===== config.mk =====
export PLATFORM = sky130hd
export DESIGN_NAME = alu_packet_parser
export DESIGN_NICKNAME = d
export VERILOG_FILES = /design/src/rtl/alu_packet_parser.sv
export SDC_FILE = /design/constraint.sdc
export NUM_CORES = 1
export LEC_CHECK = 0
export CAP_MARGIN = 5
export CORE_UTILIZATION = 58
export DETAILED_ROUTE_END_ITERATION = 8
export PLACE_DENSITY = 0.81
export SYNTH_ARGS = -nofsm -noshare
export SYNTH_HDL_FRONTEND = slang
export SYNTH_SLANG_ARGS = --single-unit

===== constraint.sdc =====
create_clock -name clk_i -period 3 [get_ports clk_i]
set_clock_uncertainty 0.2 [all_clocks]
set_input_delay 0.3 -clock clk_i [delete_from_list [all_inputs] [get_ports clk_i]]
set_output_delay 0.3 -clock clk_i [all_outputs]
set_load 0.01 [all_outputs]

===== src/rtl/alu_packet_parser.sv =====
// Byte-to-operand framing stage: decodes the 4-byte header from the UART byte stream,
// reassembles little-endian 32-bit operands and hands them one at a time to the ALU.
module alu_packet_parser #(
  parameter logic [7:0]  OPCODE_ADD     = 8'h10,
  parameter logic [7:0]  OPCODE_MUL     = 8'h11,
  parameter int unsigned TIMEOUT_CYCLES = 100000
) (
  input  logic        clk_i,
  input  logic        rst_ni,
  input  logic [7:0]  rx_data_i,
  input  logic        rx_valid_i,
  output logic        rx_ready_o,
  output logic [7:0]  opcode_o,
  output logic [31:0] operand_o,
  output logic        operand_valid_o,
  input  logic        operand_ready_i,
  output logic        operand_first_o,
  output logic        operand_last_o,
  output logic        bad_opcode_o,
  output logic        bad_length_o,
  output logic        timeout_o
);
  localparam int TW = $clog2(TIMEOUT_CYCLES + 1);

  typedef enum logic [2:0] {
    S_HDR_OP, S_HDR_RSV, S_LEN_LO, S_LEN_HI, S_DATA, S_OUT, S_DRAIN
  } state_e;

  state_e        state_q, state_d;
  logic          rx_ready_q, rx_ready_d;
  logic [7:0]    opcode_q, opcode_d;
  logic [31:0]   operand_q, operand_d;
  logic          valid_q, valid_d;
  logic          first_q, first_d;
  logic          last_q, last_d;
  logic          bad_op_q, bad_op_d;
  logic          bad_len_q, bad_len_d;
  logic          timeout_q, timeout_d;
  logic [7:0]    len_lo_q, len_lo_d;
  logic [15:0]   remaining_q, remaining_d;
  logic [1:0]    idx_q, idx_d;
  logic [17:0]   drain_q, drain_d;
  logic [TW-1:0] timer_q, timer_d;

  logic        accept;
  logic        counting;
  logic [15:0] length;

  assign accept   = rx_valid_i && rx_ready_q;
  assign length   = {rx_data_i, len_lo_q};
  assign counting = (state_q == S_HDR_RSV) || (state_q == S_LEN_LO) || (state_q == S_LEN_HI) ||
                    (state_q == S_DATA) || (state_q == S_DRAIN);

  always_comb begin
    state_d     = state_q;
    opcode_d    = opcode_q;
    operand_d   = operand_q;
    valid_d     = valid_q;
    first_d     = first_q;
    last_d      = last_q;
    bad_op_d    = 1'b0;
    bad_len_d   = 1'b0;
    timeout_d   = 1'b0;
    len_lo_d    = len_lo_q;
    remaining_d = remaining_q;
    idx_d       = idx_q;
    drain_d     = drain_q;
    timer_d     = timer_q;

    case (state_q)
      S_HDR_OP: if (accept) begin
        opcode_d = rx_data_i;
        state_d  = S_HDR_RSV;
      end
      S_HDR_RSV: if (accept) state_d = S_LEN_LO;
      S_LEN_LO: if (accept) begin
        len_lo_d = rx_data_i;
        state_d  = S_LEN_HI;
      end
      S_LEN_HI: if (accept) begin
        if (length == 16'd0) begin
          bad_len_d = 1'b1;
          state_d   = S_HDR_OP;
        end else if (opcode_q != OPCODE_ADD && opcode_q != OPCODE_MUL) begin
          bad_op_d = 1'b1;
          drain_d  = {length, 2'b00};
          state_d  = S_DRAIN;
        end else begin
          remaining_d = length;
          idx_d       = 2'd0;
          first_d     = 1'b1;
          state_d     = S_DATA;
        end
      end
      S_DATA: if (accept) begin
        operand_d[{idx_q, 3'b000} +: 8] = rx_data_i;
        idx_d = idx_q + 2'd1;
        if (idx_q == 2'd3) begin
          valid_d     = 1'b1;
          remaining_d = remaining_q - 16'd1;
          last_d      = (remaining_q == 16'd1);
          state_d     = S_OUT;
        end
      end
      S_OUT: if (operand_ready_i) begin
        valid_d = 1'b0;
        last_d  = 1'b0;
        if (remaining_q == 16'd0) begin
          state_d = S_HDR_OP;
        end else begin
          first_d = 1'b0;
          state_d = S_DATA;
        end
      end
      S_DRAIN: if (accept) begin
        drain_d = drain_q - 18'd1;
        if (drain_q == 18'd1) state_d = S_HDR_OP;
      end
      default: state_d = S_HDR_OP;
    endcase

    // An accepted byte always wins over an expiring timer.
    if (accept) begin
      timer_d = '0;
    end else if (counting) begin
      if (timer_q == TW'(TIMEOUT_CYCLES - 1)) begin
        timer_d   = '0;
        timeout_d = 1'b1;
        idx_d     = 2'd0;
        operand_d = 32'd0;
        state_d   = S_HDR_OP;
      end else begin
        timer_d = timer_q + 1'b1;
      end
    end

    if (state_d == S_HDR_OP) timer_d = '0;
    rx_ready_d = (state_d != S_OUT);
  end

  always_ff @(posedge clk_i or negedge rst_ni) begin
    if (!rst_ni) begin
      state_q     <= S_HDR_OP;
      rx_ready_q  <= 1'b0;
      opcode_q    <= 8'd0;
      operand_q   <= 32'd0;
      valid_q     <= 1'b0;
      first_q     <= 1'b0;
      last_q      <= 1'b0;
      bad_op_q    <= 1'b0;
      bad_len_q   <= 1'b0;
      timeout_q   <= 1'b0;
      len_lo_q    <= 8'd0;
      remaining_q <= 16'd0;
      idx_q       <= 2'd0;
      drain_q     <= 18'd0;
      timer_q     <= '0;
    end else begin
      state_q     <= state_d;
      rx_ready_q  <= rx_ready_d;
      opcode_q    <= opcode_d;
      operand_q   <= operand_d;
      valid_q     <= valid_d;
      first_q     <= first_d;
      last_q      <= last_d;
      bad_op_q    <= bad_op_d;
      bad_len_q   <= bad_len_d;
      timeout_q   <= timeout_d;
      len_lo_q    <= len_lo_d;
      remaining_q <= remaining_d;
      idx_q       <= idx_d;
      drain_q     <= drain_d;
      timer_q     <= timer_d;
    end
  end

  assign rx_ready_o      = rx_ready_q;
  assign opcode_o        = opcode_q;
  assign operand_o       = operand_q;
  assign operand_valid_o = valid_q;
  assign operand_first_o = first_q;
  assign operand_last_o  = last_q;
  assign bad_opcode_o    = bad_op_q;
  assign bad_length_o    = bad_len_q;
  assign timeout_o       = timeout_q;
endmodule


==> flow_metrics.env <==
export IMPL_status="complete, no violations"
export IMPL_synth_cell_type_count=70
export IMPL_critPathRequiredTime_ps=3080
export IMPL_rsz0062_at_grt="false"
export IMPL_clk_pin_slew_ps=100
export IMPL_min_path_type="input pin to asynchronous set/reset pin"
export IMPL_max_freq_mhz=361
export IMPL_cap_violations=0
export IMPL_grt_max_degree=112
export IMPL_hold_viol=0
export IMPL_synth_seq_cells=111
export IMPL_overflow=0
export IMPL_start_util=0.609
export IMPL_syn_to_final_growth_pct=17.4
export IMPL_first_pass_iters=5
export IMPL_die_w_um=104
export IMPL_grt_pass1_vias=5077
export IMPL_synthTopCellsByArea="dfrtp_1 46%, a21oi_1 4.3%, nor2_1 3.5%"
export IMPL_grt_usage=0.304
export IMPL_drc=0
export IMPL_dieArea_um2=10900
export IMPL_drt_iter0_drc=358
export IMPL_gp_congestion=0.863
export IMPL_yosys_area_top_type="dfrtp_1"
export IMPL_syn_avg_cell_area_um2=9.47
export IMPL_diodes=0
export IMPL_critical_path_max_stage_delay_ps=630
export IMPL_drive_gt1_frac=0.123
export IMPL_num_vias=5262
export IMPL_syn_nets=664
export IMPL_clkLatencyLatePin_ps=390
export IMPL_cts_tree="built"
export IMPL_yosysTopAreaCellShare=0.458
export IMPL_slew_viol_final=0
export IMPL_cp_slowest_cell="or4b_2"
export IMPL_critPathBufInv=1
export IMPL_dp_final_hpwl_mm=10.7
export IMPL_cp_top_family="simple AND/OR/NAND/NOR gates"
export IMPL_crit_path_start_kind="register"
export IMPL_setup_viol=0
export IMPL_crit_fanout=37
export IMPL_postSynthCellCount=640
export IMPL_fin_nets=721
export IMPL_fin_crit_ps=2770
export IMPL_io_pins=59
export IMPL_cts_made_buffers=9
export IMPL_cts_root_buffer="clkbuf_8"
export IMPL_yosys_warnings=0
export IMPL_synth_seq_area_share=0.458
export IMPL_criticalPathCategory="register to register"
export IMPL_p_leak_nw=2.98
export IMPL_utilization=0.715
export IMPL_yosys_most_used_dff="dfrtp_1"
export IMPL_vdd_drop_max_mv=0.518
export IMPL_post_synth_instance_area_um2=6060
export IMPL_slew_headroom=0.525
export IMPL_rows=36
export IMPL_clockBufferDepth=2
export IMPL_mostFrequentLayoutCells="111 x dfrtp_1, 57 x clkdlybuf4s50_1, 56 x nor2_1"
export IMPL_ant_nets=0
export IMPL_final_setup_tns_ps=0
export IMPL_totalWireLength_mm=15.6
export IMPL_coreArea_um2=9950
export IMPL_async_flop_share=1.00
export IMPL_worst_pin_slew_ps=709
export IMPL_crit_path_end_kind="register"
export IMPL_critical_path_arrival_ps=2840
export IMPL_grt_pass1_wl_mm=26.2
export IMPL_clock_sinks=111
export IMPL_vias_per_cell=6.30
export IMPL_htreeDepth=3
export IMPL_path_cells="ha_1 -> or4b_2 -> nor3_1 -> and4b_1 -> buf_12 -> a21o_1 -> nor2_1"
export IMPL_synth_edff_count=0
export IMPL_die_h_um=104
export IMPL_wl_per_cell_um=18.7
export IMPL_layout_commonest_cell="dfrtp_1"
export IMPL_port_buffers=58
export IMPL_period_share=0.922
export IMPL_antenna_found_initial=0
export IMPL_p_per_area_nw_per_um2=884
where the power goes:
part | switching, W | total [W] | internal, W
combinational | 0.00145 | 0.00271 | 0.00126
sequential | 0.000562 | 0.00256 | 0.00199
clock | 0.000529 | 0.00103 | 0.000497
cells in the mapped netlist (all sizes together), types with 5 or more instances:
cell type / count
clkbuf: 25
or4: 5
nor3b: 11
and3: 5
a21oi: 52
a22oi: 17
mux2: 16
nand2: 54
nand4: 12
o22a: 13
nor3: 24
nor2: 56
buf: 19
nor4: 11
a211oi: 20
dfrtp: 111
a31oi: 9
nand3: 40
ha: 12
mux2i: 10
xor2: 13
or3: 9
inv: 10
o21ai: 18
metrics by stage:
| stage | instances | area [um2] | setup slack, ps | total power [W] | hold slack (ps) |
|---|---|---|---|---|---|
| after floorplan | 640 | 6060 | 577 | 0.00417 | -196 |
| after global routing | 835 | 7120 | 102 | 0.00669 | 347 |
| after detailed placement | 818 | 6880 | 254 | 0.00523 | 229 |
| final | 835 | 7120 | 234 | 0.00629 | 274 |
| after CTS | 835 | 7120 | 214 | 0.00627 | 326 |
| after global placement | 818 | 6880 | 357 | 0.00511 | 223 |
worst min-delay path: stages:
cell           delay, ps
dlygate4sd3_1        520
buf_4                110
buf_12               390
layer usage:
metal	part of all wire	global-route usage	vias up
met5	0	0	-
met4	0.016	0.0847	0
met3	0.069	0.0727	19
met2	0.47	0.462	190
met1	0.45	0.436	2588
li1	-	-	2465
cells by family (layout without fill, tap and decap cells):
| group | after synthesis | after routing | share of synthesized area |
|---|---|---|---|
| AND/OR/NAND/NOR | 260 | 260 | 0.231 |
| AO/OA/AOI/OAI | 161 | 161 | 0.179 |
| flip-flops | 111 | 111 | 0.458 |
| buffers and inverters | 54 | 116 | 0.0380 |
| multiplexers | 26 | 26 | 0.0462 |
| XOR/XNOR | 16 | 16 | 0.0231 |
| adder cells (fa/ha/maj) | 12 | 12 | 0.0248 |
layout make-up:
class                      count  area, um2
fill                         741       2840
tap                          133        166
inverter                      10       37.5
clock inverter                 6       92.6
sequential                   111       2780
timing repair buffer          90        846
clock buffer                  10        138
multi-input combinational    475       3060
timing repair:
item / CTS / global route
hold endpoints to repair: 111 / 0
setup buffers: 0 / 0
hold buffers: 1 / 0
gates resized for setup: 0 / 0
registers in the layout, summed over array words and instances, names as in the netlist:
signal	flops
opcode_o	8
len_lo_q	8
operand_first_o	1
drain_q	18
remaining_q	16
idx_q	2
bad_length_o	1
bad_opcode_o	1
timer_q	17
operand_o	32
operand_last_o	1
operand_valid_o	1
timeout_o	1
rx_ready_o	1
state_q	3
final timing paths:
| path | from | endpoint | slack, ps | cells past startpoint |
|---|---|---|---|---|
| max | timer_q[0] | state_q[2] | 230 | 7 |
| min | rst_ni | timer_q[6] | 270 | 3 |
| max reg2reg | timer_q[0] | state_q[2] | 230 | 7 |
| min reg2reg | operand_o[23] | operand_o[23] | 320 | 2 |
| max in group asynchronous | rst_ni | drain_q[6] | 1810 | 3 |
| min in group clk_i | operand_o[23] | operand_o[23] | 320 | 2 |
Note: power is estimated with default switching activity, not from simulation.
